## src/rtl/irq_timer_pkg.sv

```systemverilog
// Shared constants for the memory-mapped countdown timer (irq_timer).
// Holds register offsets, CTRL bit positions, MODE encodings and FSM states.
// Optional macro TIMER_PRESCALER_EN adds the CTRL[7:4] prescaler field position.
package irq_timer_pkg;

    // Word offsets decoded from bus address bits [3:2]
    localparam logic [1:0] OFF_CTRL   = 2'd0;
    localparam logic [1:0] OFF_PRESET = 2'd1;
    localparam logic [1:0] OFF_COUNT  = 2'd2;
    localparam logic [1:0] OFF_RSVD   = 2'd3;

    // CTRL register layout
    localparam int CTRL_EN_BIT   = 0;
    localparam int CTRL_MODE_LSB = 1;
    localparam int CTRL_IM_BIT   = 3;
`ifdef TIMER_PRESCALER_EN
    localparam int CTRL_PS_LSB   = 4;
`endif

    // Only auto-reload is decoded; every other MODE value behaves as one-shot.
    localparam logic [1:0] MODE_AUTO = 2'b01;

    typedef enum logic [1:0] {
        ST_IDLE = 2'd0,
        ST_LOAD = 2'd1,
        ST_CNT  = 2'd2,
        ST_INT  = 2'd3
    } state_e;

endpackage

```

## src/rtl/irq_timer_if.sv

```systemverilog
// Bus-side signal bundle of the timer: address/strobe/data in, read data and IRQ out.
// Ports: Addr[1:0], We, DIn[31:0] from the bridge; DOut[31:0], IRQ back from the timer.
// master modport = bridge/testbench side, slave modport = timer side.
interface irq_timer_if;
    logic [1:0]  Addr;
    logic        We;
    logic [31:0] DIn;
    logic [31:0] DOut;
    logic        IRQ;

    modport master (output Addr, We, DIn, input DOut, IRQ);
    modport slave  (input Addr, We, DIn, output DOut, IRQ);
endinterface

```

## src/rtl/irq_timer_prescaler.sv

```systemverilog
// Prescaler for the timer: 16-bit free-running counter plus tick generator.
// Ports: clk, rst_n, clr_i (synchronous clear), ps_i (log2 divide), tick_o.
// tick_o is high one cycle in every 2^ps_i; the first tick after a clear is 2^ps_i cycles later.
module irq_timer_prescaler (
    input  logic       clk,
    input  logic       rst_n,
    input  logic       clr_i,
    input  logic [3:0] ps_i,
    output logic       tick_o
);
    logic [15:0] cnt_q, cnt_d;
    logic [15:0] mask;

    always_comb begin
        mask   = (16'd1 << ps_i) - 16'd1;
        cnt_d  = clr_i ? 16'd0 : cnt_q + 16'd1;
        // Tick when the low ps_i bits are all ones, i.e. just before they wrap.
        tick_o = ((cnt_q & mask) == mask);
    end

    always_ff @(posedge clk or negedge rst_n) begin
        if (!rst_n) begin
            cnt_q <= 16'd0;
        end else begin
            cnt_q <= cnt_d;
        end
    end
endmodule

```

## src/rtl/irq_timer.sv

```systemverilog
// Programmable countdown timer on the system bridge, driving one CP0 HWInt line.
// Ports: clk, rst_n (async active-low), bus (slave: Addr/We/DIn in, DOut/IRQ out).
// Optional macro TIMER_PRESCALER_EN enables CTRL[7:4]=PS, decrementing every 2^PS cycles.
module irq_timer
    import irq_timer_pkg::*;
#(
    parameter int          CNT_W    = 32,
    parameter logic [31:0] CTRL_RST = 32'h0
) (
    input  logic       clk,
    input  logic       rst_n,
    irq_timer_if.slave bus
);
    state_e             state_q, state_d;
    logic               en_q, en_d;
    logic [1:0]         mode_q, mode_d;
    logic               im_q, im_d;
    logic               irq_flag_q, irq_flag_d;
    logic [CNT_W-1:0]   preset_q, preset_d;
    logic [CNT_W-1:0]   count_q, count_d;
    logic               tick;
    logic               wr_ctrl, wr_preset;
    logic [31:0]        ctrl_rd, preset_rd, count_rd;

`ifdef TIMER_PRESCALER_EN
    logic [3:0]         ps_q, ps_d;

    // Prescaler phase restarts whenever a count (re)starts.
    irq_timer_prescaler u_prescaler (
        .clk    (clk),
        .rst_n  (rst_n),
        .clr_i  ((state_q == ST_IDLE) || (state_q == ST_LOAD)),
        .ps_i   (ps_q),
        .tick_o (tick)
    );
`else
    assign tick = 1'b1;
`endif

    assign wr_ctrl   = bus.We && (bus.Addr == OFF_CTRL);
    assign wr_preset = bus.We && (bus.Addr == OFF_PRESET);

    always_comb begin
        state_d    = state_q;
        en_d       = en_q;
        mode_d     = mode_q;
        im_d       = im_q;
        irq_flag_d = irq_flag_q;
        preset_d   = preset_q;
        count_d    = count_q;
`ifdef TIMER_PRESCALER_EN
        ps_d       = ps_q;
`endif

        case (state_q)
            ST_IDLE: begin
                if (en_q) begin
                    state_d = ST_LOAD;
                end
            end
            ST_LOAD: begin
                count_d    = preset_q;
                irq_flag_d = 1'b0;
                state_d    = ST_CNT;
            end
            ST_CNT: begin
                if (!en_q) begin
                    state_d = ST_IDLE;
                end else if (tick) begin
                    // COUNT<=1 expires so that PRESET=0 behaves like PRESET=1.
                    if (count_q > CNT_W'(1)) begin
                        count_d = count_q - CNT_W'(1);
                    end else begin
                        count_d    = '0;
                        irq_flag_d = 1'b1;
                        state_d    = ST_INT;
                    end
                end
            end
            ST_INT: begin
                if (mode_q == MODE_AUTO) begin
                    irq_flag_d = 1'b0;
                    state_d    = ST_LOAD;
                end else begin
                    // One-shot: flag stays set until software writes CTRL/PRESET.
                    en_d    = 1'b0;
                    state_d = ST_IDLE;
                end
            end
            default: state_d = ST_IDLE;
        endcase

        // Bus writes come last so they win over the FSM (EN clear in INT, flag set).
        if (wr_ctrl) begin
            en_d       = bus.DIn[CTRL_EN_BIT];
            mode_d     = bus.DIn[CTRL_MODE_LSB +: 2];
            im_d       = bus.DIn[CTRL_IM_BIT];
`ifdef TIMER_PRESCALER_EN
            ps_d       = bus.DIn[CTRL_PS_LSB +: 4];
`endif
            irq_flag_d = 1'b0;
        end
        if (wr_preset) begin
            preset_d   = bus.DIn[CNT_W-1:0];
            irq_flag_d = 1'b0;
        end
    end

    always_ff @(posedge clk or negedge rst_n) begin
        if (!rst_n) begin
            state_q    <= ST_IDLE;
            en_q       <= CTRL_RST[CTRL_EN_BIT];
            mode_q     <= CTRL_RST[CTRL_MODE_LSB +: 2];
            im_q       <= CTRL_RST[CTRL_IM_BIT];
            irq_flag_q <= 1'b0;
            preset_q   <= '0;
            count_q    <= '0;
`ifdef TIMER_PRESCALER_EN
            ps_q       <= CTRL_RST[CTRL_PS_LSB +: 4];
`endif
        end else begin
            state_q    <= state_d;
            en_q       <= en_d;
            mode_q     <= mode_d;
            im_q       <= im_d;
            irq_flag_q <= irq_flag_d;
            preset_q   <= preset_d;
            count_q    <= count_d;
`ifdef TIMER_PRESCALER_EN
            ps_q       <= ps_d;
`endif
        end
    end

    // Read path: narrower registers are zero-extended, unused CTRL bits read 0.
    always_comb begin
        ctrl_rd                          = '0;
        ctrl_rd[CTRL_EN_BIT]             = en_q;
        ctrl_rd[CTRL_MODE_LSB +: 2]      = mode_q;
        ctrl_rd[CTRL_IM_BIT]             = im_q;
`ifdef TIMER_PRESCALER_EN
        ctrl_rd[CTRL_PS_LSB +: 4]        = ps_q;
`endif
        preset_rd                        = '0;
        preset_rd[CNT_W-1:0]             = preset_q;
        count_rd                         = '0;
        count_rd[CNT_W-1:0]              = count_q;

        case (bus.Addr)
            OFF_CTRL:   bus.DOut = ctrl_rd;
            OFF_PRESET: bus.DOut = preset_rd;
            OFF_COUNT:  bus.DOut = count_rd;
            OFF_RSVD:   bus.DOut = 32'h0;
            default:    bus.DOut = 32'h0;
        endcase
    end

    assign bus.IRQ = irq_flag_q & im_q;

endmodule

```

## src/flat_wrapper.sv

```systemverilog
// flat-port wrapper written by rule: the top's interface ports become plain ports
module irq_timer_flat import irq_timer_pkg::*;
#(
    parameter int          CNT_W    = 32,
    parameter logic [31:0] CTRL_RST = 32'h0
)
  (clk, rst_n, bus_Addr, bus_We, bus_DIn, bus_DOut, bus_IRQ);
  irq_timer_if bus_i ();
  input  logic clk;
  input  logic rst_n;
  input wire logic [$bits(bus_i.Addr)-1:0] bus_Addr;
  input wire logic [$bits(bus_i.We)-1:0] bus_We;
  input wire logic [$bits(bus_i.DIn)-1:0] bus_DIn;
  output wire logic [$bits(bus_i.DOut)-1:0] bus_DOut;
  output wire logic [$bits(bus_i.IRQ)-1:0] bus_IRQ;
  assign bus_i.Addr = bus_Addr;
  assign bus_i.We = bus_We;
  assign bus_i.DIn = bus_DIn;
  assign bus_DOut = bus_i.DOut;
  assign bus_IRQ = bus_i.IRQ;
  irq_timer #(.CNT_W(CNT_W), .CTRL_RST(CTRL_RST)) u_core (.clk(clk), .rst_n(rst_n), .bus(bus_i));
endmodule
```

## config.mk

```make
export PLATFORM = sky130hd
export DESIGN_NAME = irq_timer_flat
export DESIGN_NICKNAME = d
export VERILOG_FILES = /design/src/rtl/irq_timer_pkg.sv /design/src/rtl/irq_timer_if.sv /design/src/rtl/irq_timer_prescaler.sv /design/src/rtl/irq_timer.sv /design/src/flat_wrapper.sv
export SDC_FILE = /design/constraint.sdc
export NUM_CORES = 1
export LEC_CHECK = 0
export ABC_AREA = 1
export CORE_ASPECT_RATIO = 1.5
export CORE_MARGIN = 2
export CORE_UTILIZATION = 50
export CTS_CLUSTER_SIZE = 24
export DETAILED_ROUTE_END_ITERATION = 16
export PLACE_DENSITY = 0.8
export SLEW_MARGIN = 15
export SYNTH_ARGS = -nofsm -noshare
export SYNTH_HDL_FRONTEND = slang
export SYNTH_HIERARCHICAL = 1
export SYNTH_SLANG_ARGS = --single-unit
```

## constraint.sdc

```tcl
create_clock -name clk -period 4.4 [get_ports clk]
set_input_delay 0.88 -clock clk [delete_from_list [all_inputs] [get_ports clk]]
set_output_delay 0.88 -clock clk [all_outputs]
set_load 0.01 [all_outputs]
```

### Word-level counts from Yosys, hierarchy flattened

Cells that the tools add are included.

| operators by class | value |
|---|---|
| eq/ne operators | 14 |
| bitwise logic cells | 1 |
| $add $sub $neg | 1 |
| mux-type cells | 18 |
| reduce and logical (&&, ||, !) cells | 11 |
| magnitude comparators | 1 |

Operator list:

| operator | count |
|---|---|
| one-hot mux 32 bit (4 select lines) | 1 |
| 2-to-1 mux 32 bit | 2 |
| one-hot mux 32 bit (2 select lines) | 1 |
| > comparator 32 x 1 -> 1 bit (second input constant) | 1 |
| subtractor 32 x 1 -> 32 bit (second input constant) | 1 |
| 2-to-1 mux 1 bit | 9 |
| equality test 2 bit (second input constant) | 4 |
| inequality test 4 x 1 -> 1 bit (second input constant) | 2 |
| one-hot mux 2 bit (4 select lines) | 1 |
| equality test 2 x 1 -> 1 bit (second input constant) | 3 |
| 2-to-1 mux 2 bit | 3 |
| inequality test 2 x 1 -> 1 bit (second input constant) | 3 |
| AND reduction 2 bit | 3 |
| nonzero test 5 bit | 1 |
| logical NOT 2 bit | 2 |
| inequality test 4 x 2 -> 1 bit (second input constant) | 1 |
| AND reduction 4 bit | 1 |
| nonzero test 2 bit | 2 |
| inequality test 3 bit (second input constant) | 1 |
| one-hot mux 1 bit (3 select lines) | 1 |
| logical AND 1 bit | 2 |
| bitwise AND 1 bit | 1 |

| word-level totals | value |
|---|---|
| bits of input ports | 37 |
| bits in registers | 71 |

### Logic depth before layout (Yosys ltp)

Gate-level depths: netlist of run 1.

| logic depth | value |
|---|---|
| depth in word-level cells | 6 |
| gate-level depth with buffers | 11 |

### Least setup slack after synthesis of run 1

No wires, ideal clock.

| timing path | value |
|---|---|
| kind | input -> output |
| from | in bus_Addr[1] |
| to | out bus_DOut[13] |
| data arrival time | 1.587 ns |
| path buffers | 1 |
| stages | 5 |
| slack | 1.933 ns |
| data required time | 3.520 ns |
| cell sequence | inv_1 -> nor2_1 -> inv_1 -> clkbuf_1 -> o21ai_0 |

| on the way | value |
|---|---|
| cells in the longest elaborated chain, start to end | 2 |
| elaborated cells on any way between the ends | 5 |
| those cells by class | 3 x eq/ne; 1 x mux; 1 x reduce/logical |

RTL lines:

| item | RTL line | text |
|---|---|---|
| from (decl) | flat_wrapper.sv:11 | `input wire logic [$bits(bus_i.Addr)-1:0] bus_Addr;` |
| equality test 2 bit (tied with other cells) | irq_timer.sv:149 | `case (bus.Addr)` |
| one-hot mux 32 bit (4 select lines) * | irq_timer.sv:149 |  |
| to (decl) | flat_wrapper.sv:14 | `output wire logic [$bits(bus_i.DOut)-1:0] bus_DOut;` |

Every way passes the cells marked *; elsewhere a longest branch is shown, timed or not.

### Worst setup path after layout of run 1

| timing path | value |
|---|---|
| from | in bus_Addr[1] |
| to | out bus_DOut[22] |

Same word-level chain as after synthesis.

==> impl_summary.log, run 1 <==
INFO  metric ctsRootBufferMaster = sky130_fd_sc_hd__clkbuf_16
INFO  metric route.detailed.drc = 0
INFO  metric vias_in_the_first_global_route = 4235
INFO  metric hold_violations_final = 0
INFO  metric die_area = 9500 um2
INFO  metric max_cap_violations = 0
INFO  metric detail_route.wirelength = 12000 um
INFO  metric clock_tree_from_tritoncts = yes
INFO  metric holdBufCountCts = 0
INFO  metric grt_usage = 27.2%
INFO  metric max_slew.worst_pin.slew = 0.937 ns
INFO  metric design.final.nets = 699
INFO  metric postSynthRegisterBits = 71
INFO  metric cts_made_buffers = 9
INFO  metric cell_area_after_synthesis = 4360 um2
INFO  metric grt.met3_usage = 5.80%
INFO  metric clock-skew-final = 0.00333 ns
INFO  metric layout.cells.most_common_list = sky130_fd_sc_hd__nand2_1 (133), sky130_fd_sc_hd__nor2_1 (90), sky130_fd_sc_hd__dfrtp_1 (71), sky130_fd_sc_hd__clkdlybuf4s50_1 (68), sky130_fd_sc_hd__o21ai_0 (60)
INFO  metric unrepaired_setup_endpoints_after_global_routing = no
INFO  metric finalWorstPathRequiredPeriod = 3.83 ns
INFO  metric finalSetupViolCount = 0
INFO  metric global_route_wire_length_before_repair = 20000 um
INFO  metric rows = 41
INFO  metric number_of_library_cell_types_mapped_by_synthesis = 27
INFO  metric place.detailed.hpwl = 8700 um
INFO  metric routabilityCongestion = 0.907
INFO  metric numPlacedInstances = 751
INFO  metric critical_path.top_delay_family = buffers and inverters
INFO  metric crit_path_cell_trace = clkdlybuf4s50_1, inv_1, nor2_1, inv_1, o21ai_0, clkdlybuf4s50_1
INFO  metric post-cts-setup-buffer-count = 0
INFO  metric cts_num_sinks = 71
INFO  metric fin_total_pwr = 3.27 mW
INFO  metric antenna_found_initial = 0
INFO  metric crit_fanout = 30
INFO  metric die_width = 80.3 um
INFO  metric gr-usage-met2 = 46.7%
INFO  metric outcome = completed
INFO  metric class_of_the_most_critical_setup_path = in2out
INFO  metric synth-edff-count = 0
INFO  metric via_count = 4224
INFO  metric drt_iter0_markers = 299
INFO  metric post-route-period-util = 87.1%
INFO  metric synth-warning-count = 6
INFO  metric avgViaCountPerCell = 5.51
INFO  metric post_route_cells_drive_above_1_share = 10.0%
INFO  metric post-route-util = 64.4%
INFO  metric synthesis.area_per_instance = 7.39 um2
INFO  metric cp_data_arrival_time = 2.95 ns
INFO  metric route.detailed.wl_per_inst = 15.7 um
INFO  metric ant_diodes = 0
INFO  metric worst_ep_required_time = 3.52 ns
INFO  metric clock_latency = 0.33 ns
INFO  metric starting_utilization_of_the_core_area = 51.5%
INFO  metric maximum_number_of_pins_on_one_net_before_global_route_repair = 43
INFO  metric drt-pass1-iter-count = 5
INFO  metric clk_pin_slew = 0.05 ns
INFO  metric htree_levels = 3
INFO  metric vdd_ir_drop_max = 0.351 mV
INFO  metric area.growth.synth_to_final = 25.0%
INFO  metric critical-path-slowest-cell = sky130_fd_sc_hd__clkdlybuf4s50_1
INFO  metric grt-ovfl-total = 0
INFO  metric layer_with_the_highest_usage_after_global_routing = met2
INFO  metric setup-tns-final = 0 ns
INFO  metric power_density_over_the_cells = 600 nW/um2
INFO  metric max_stage_delay = 0.58 ns
INFO  metric slew_viol_final = 0
INFO  metric final_antenna_net_count = 0
INFO  metric ys_async_sr_fraction = 100%
INFO  metric achievable-frequency = 261 MHz
INFO  metric io_pins = 70
INFO  metric die_height = 118 um
INFO  metric floorplan.core_area = 8460 um2
INFO  metric cts_resized = 0
INFO  metric layout.cells.most_common = sky130_fd_sc_hd__nand2_1
INFO  metric ys.flop_type = sky130_fd_sc_hd__dfrtp_1
INFO  metric groute.layer.met1.usage = 31.6%
INFO  metric maxSlewHeadroom = 37.5%
INFO  metric cts.path.max_buffers = 2
INFO  metric synth_sequential_area_ratio = 40.7%
INFO  metric critical_path_buf_inv_count = 4
INFO  metric final_cell_count_no_fill = 767
INFO  metric portBuffers = 69
INFO  metric crit_path_start_kind = primary input
INFO  metric p_leak = 2.34 nW
INFO  metric kind_of_path_behind_the_tightest_hold_check = reg2reg
INFO  metric mappedNetlistNets = 634
INFO  metric end_kind = output port
INFO  metric netlist_instances = 590
final cells by class:
class	count	area, um2
sequential	71	1780
multi-input combinational	442	2270
inverter	56	210
timing repair buffer	75	756
clock buffer	12	236
clock inverter	4	70.1
fill	776	3020
tap	107	134
per-layer routing:
metal  part of all wire [%]  wire length, um
met5                      0                0
met3                    4.7              568
met4                    3.2              382
met1                     38             4580
met2                     54             6500
per-stage QoR:
stage | worst slack (ns) | cell area (um2) | hold slack [ns]
final | 0.568 | 5450 | 0.518
after global routing | 0.358 | 5450 | 0.543
after CTS | 0.585 | 5450 | 0.508
after detailed placement | 0.591 | 5140 | 0.495
after global placement | 0.661 | 5140 | 0.490
after floorplan | 1.93 | 4360 | 0.470
kinds of logic (layout without fill, tap and decap cells):
family	Yosys count	count (layout)	share of synthesized area, %
adder cells (fa/ha/maj)	7	7	2.01
AND/OR/NAND/NOR	279	279	27.0
flip-flops	71	71	40.7
XOR/XNOR	11	11	2.21
multiplexers	26	26	6.71
AO/OA/AOI/OAI	119	119	14.1
buffers and inverters	77	147	7.29
power breakdown:
part / total (mW) / internal (mW) / switching (mW)
clock network: 0.756 / 0.494 / 0.261
logic: 1.36 / 0.531 / 0.826
registers: 1.16 / 0.886 / 0.273
total: 3.27 / 1.91 / 1.36
cells in the mapped netlist, drive strengths merged, types with 2 or more instances:
cell | count | share of area [%]
inv | 56 | 4.8
ha | 7 | 2.0
nor2 | 102 | 10
mux2 | 26 | 6.7
o22ai | 3 | 0.43
a21oi | 48 | 5.5
clkbuf | 13 | 1.1
xor2 | 11 | 2.2
nand4 | 4 | 0.57
nand2 | 138 | 12
nand3 | 31 | 3.6
buf | 8 | 1.3
dfrtp | 71 | 41
o211ai | 3 | 0.52
o21ai | 63 | 7.2
nor3 | 2 | 0.23
state kept, by name, summed over array words and instances (netlist names):
name	cells
u_core/irq_flag_q	1
u_core/preset_q	32
u_core/count_q	32
u_core/im_q	1
u_core/en_q	1
u_core/state_q	2
u_core/mode_q	2
worst register-to-register path: cells and delay by family, from the launching register on:
family	cells	cell delay [ns]
AOI/OAI and AO/OA	1	0.14
adders and majority gates	1	0.25
buffers and inverters	3	0.85
DFF	1	0.42
and+or+nand+nor	4	0.82
worst paths after layout:
path	from	endpoint	slack (ns)	cells past startpoint
worst min-delay path	u_core/preset_q[1]	u_core/preset_q[1]	0.52	2
worst min register to register	u_core/preset_q[1]	u_core/preset_q[1]	0.52	2
worst max-delay path	bus_Addr[1]	bus_DOut[22]	0.57	6
worst max register to register	u_core/state_q[0]	u_core/count_q[24]	1.81	9
max in group asynchronous	rst_n	u_core/preset_q[23]	2.81	2
min in group asynchronous	rst_n	u_core/preset_q[8]	0.58	1
No activity file was read; power rests on OpenSTA's default activity.
==> run 2: changes to the inputs <==
--- a/config.mk
+++ b/config.mk
@@ -12,6 +12,7 @@
 export CTS_CLUSTER_SIZE = 24
 export DETAILED_ROUTE_END_ITERATION = 16
 export PLACE_DENSITY = 0.8
+export REMOVE_ABC_BUFFERS = 1
 export SLEW_MARGIN = 15
 export SYNTH_ARGS = -nofsm -noshare
 export SYNTH_HDL_FRONTEND = slang
==> constraint.sdc (replaced) <==
create_clock -name clk -period 3.99 [get_ports clk]
set_input_delay 0.798 -clock clk [delete_from_list [all_inputs] [get_ports clk]]
set_output_delay 0.798 -clock clk [all_outputs]
set_load 0.02 [all_outputs]
==> impl_summary.log, run 2 (same netlist as run 1, synthesis figures left out) <==
INFO  metric outcome = completed
INFO  metric starting_utilization_of_the_core_area = 51.5%
INFO  metric post-cts-setup-buffer-count = 0
INFO  metric design.final.nets = 703
INFO  metric post_route_cells_drive_above_1_share = 10.4%
INFO  metric timing.rr.end = u_core/count_q[8]
INFO  metric terminating_pin_of_the_worst_hold_path = u_core/im_q
INFO  metric holdBufCountCts = 0
INFO  metric avgViaCountPerCell = 5.51
INFO  metric die_width = 80.3 um
INFO  metric finalWorstPathRequiredPeriod = 3.62 ns
INFO  metric vdd_ir_drop_max = 0.341 mV
INFO  metric antenna_found_initial = 0
INFO  metric clock_tree_from_tritoncts = yes
INFO  metric grt-ovfl-total = 0
INFO  metric grt_usage = 26.3%
INFO  metric cts_num_sinks = 71
INFO  metric max_slew.worst_pin.slew = 1.03 ns
INFO  metric cts_made_buffers = 9
INFO  metric die_height = 118 um
INFO  metric ant_diodes = 0
INFO  metric max_cap_violations = 0
INFO  metric power_density_over_the_cells = 655 nW/um2
INFO  metric met3RoutedLength = 625 um
INFO  metric final_antenna_net_count = 0
INFO  metric portBuffers = 69
INFO  metric via_count = 4237
INFO  metric io_pins = 70
INFO  metric rows = 41
INFO  metric floorplan.core_area = 8460 um2
INFO  metric cts.path.max_buffers = 2
INFO  metric route.met2.wl = 6280 um
INFO  metric crit-reg2reg-launch = u_core/state_q[0]
INFO  metric multi_input_area = 2270 um2
INFO  metric kind_of_path_behind_the_tightest_hold_check = reg2reg
INFO  metric route.detailed.drc = 0
INFO  metric maximum_number_of_pins_on_one_net_before_global_route_repair = 46
INFO  metric top_regs = u_core/count_q (32), u_core/preset_q (32)
INFO  metric fin_total_pwr = 3.54 mW
INFO  metric global_route_wire_length_before_repair = 19500 um
INFO  metric unrepaired_setup_endpoints_after_global_routing = no
INFO  metric end_kind = output port
INFO  metric register_to_register_path_depth = 10
INFO  metric cp_data_arrival_time = 2.82 ns
INFO  metric route.detailed.wl_per_inst = 15.3 um
INFO  metric maxUsedRoutingLayer = met4
INFO  metric clock_latency = 0.33 ns
INFO  metric hold_path.startpoint = u_core/im_q
INFO  metric regToRegSetupSlack = 1.39 ns
INFO  metric post-route-period-util = 90.7%
INFO  metric slew_viol_final = 0
INFO  metric whs_path_depth = 2
INFO  metric crit_path_start_kind = primary input
INFO  metric crit_fanout = 30
INFO  metric routabilityCongestion = 0.936
INFO  metric detail_route.wirelength = 11700 um
INFO  metric met1_length = 4560 um
INFO  metric maxSlewHeadroom = 31.6%
INFO  metric hold_violations_final = 0
INFO  metric clock-skew-final = 0.00454 ns
INFO  metric finalSetupViolCount = 0
INFO  metric post-route-util = 63.9%
INFO  metric place.detailed.hpwl = 8510 um
INFO  metric final.fill_count = 759
INFO  metric cts_resized = 0
INFO  metric achievable-frequency = 276 MHz
INFO  metric seq_area = 1780 um2
INFO  metric drt-pass1-iter-count = 6
INFO  metric clk_pin_slew = 0.05 ns
INFO  metric die_area = 9500 um2
INFO  metric p_leak = 2.33 nW
INFO  metric setup-tns-final = 0 ns
INFO  metric class_of_the_most_critical_setup_path = in2out
INFO  metric htree_levels = 3
INFO  metric drt_iter0_markers = 325
INFO  metric ctsRootBufferMaster = sky130_fd_sc_hd__clkbuf_16
INFO  metric startpoint = bus_Addr[1]
INFO  metric worst_ep_required_time = 3.19 ns
INFO  metric area.growth.synth_to_final = 24.1%
INFO  metric vias_in_the_first_global_route = 4168
INFO  metric layout.cells.most_common_list = sky130_fd_sc_hd__nand2_1 (133), sky130_fd_sc_hd__nor2_1 (90), sky130_fd_sc_hd__dfrtp_1 (71), sky130_fd_sc_hd__clkdlybuf4s50_1 (68), sky130_fd_sc_hd__o21ai_0 (60)
INFO  metric worst_hold_slack_after_final_layout = 0.517 ns
INFO  metric layout.cells.most_common = sky130_fd_sc_hd__nand2_1
==> run 2: how the worst max path moves through the flow <==
stage                                     end  slack (ns)
after detailed placement         bus_DOut[19]        0.30
after CTS                        bus_DOut[19]        0.28
after floorplan           u_core/preset_q[10]        1.23
after global routing             bus_DOut[19]        0.21
final                            bus_DOut[19]        0.37
after global placement           bus_DOut[19]        0.28
==> run 2: area by class of cell <==
| type | count | share of cell area (%) |
|---|---|---|
| clock buffers | 13 | 4.81 |
| clock inverters | 1 | 0.0925 |
| inverters | 56 | 3.88 |
| multi-input cells | 442 | 41.9 |
| flip-flops and latches | 71 | 32.8 |
| well taps | 107 | 2.47 |
| repair buffers | 79 | 14.1 |
==> run 2: power by group <==
| part | internal [mW] | total [mW] | switching (mW) |
|---|---|---|---|
| clock | 0.447 | 0.729 | 0.283 |
| sequential | 0.977 | 1.28 | 0.302 |
| combinational | 0.593 | 1.54 | 0.943 |
| total | 2.02 | 3.54 | 1.53 |
==> run 2: layer usage <==
layer	vias to the layer above	GRT usage (%)
met5	-	0
met4	0	11.3
met3	22	4.96
met2	148	45.7
met1	2017	30.9
li1	2050	-
==> run 2: metrics by stage <==
step                area, um2  setup slack (ns)  std cells
finish                   5410             0.372        769
global route             5410             0.206        769
CTS                      5410             0.283        769
detailed placement       5150             0.296        755
global placement         5150             0.275        755
floorplan                4250              1.23        569
==> run 2: worst max-delay path, stage by stage <==
cell and delay (ns):
sky130_fd_sc_hd__clkdlybuf4s50_1 0.48, sky130_fd_sc_hd__inv_1 0.05, sky130_fd_sc_hd__nor2_1 0.24, sky130_fd_sc_hd__inv_1 0.07, sky130_fd_sc_hd__buf_4 0.23, sky130_fd_sc_hd__o22ai_1 0.27
sky130_fd_sc_hd__clkdlybuf4s50_1 0.67
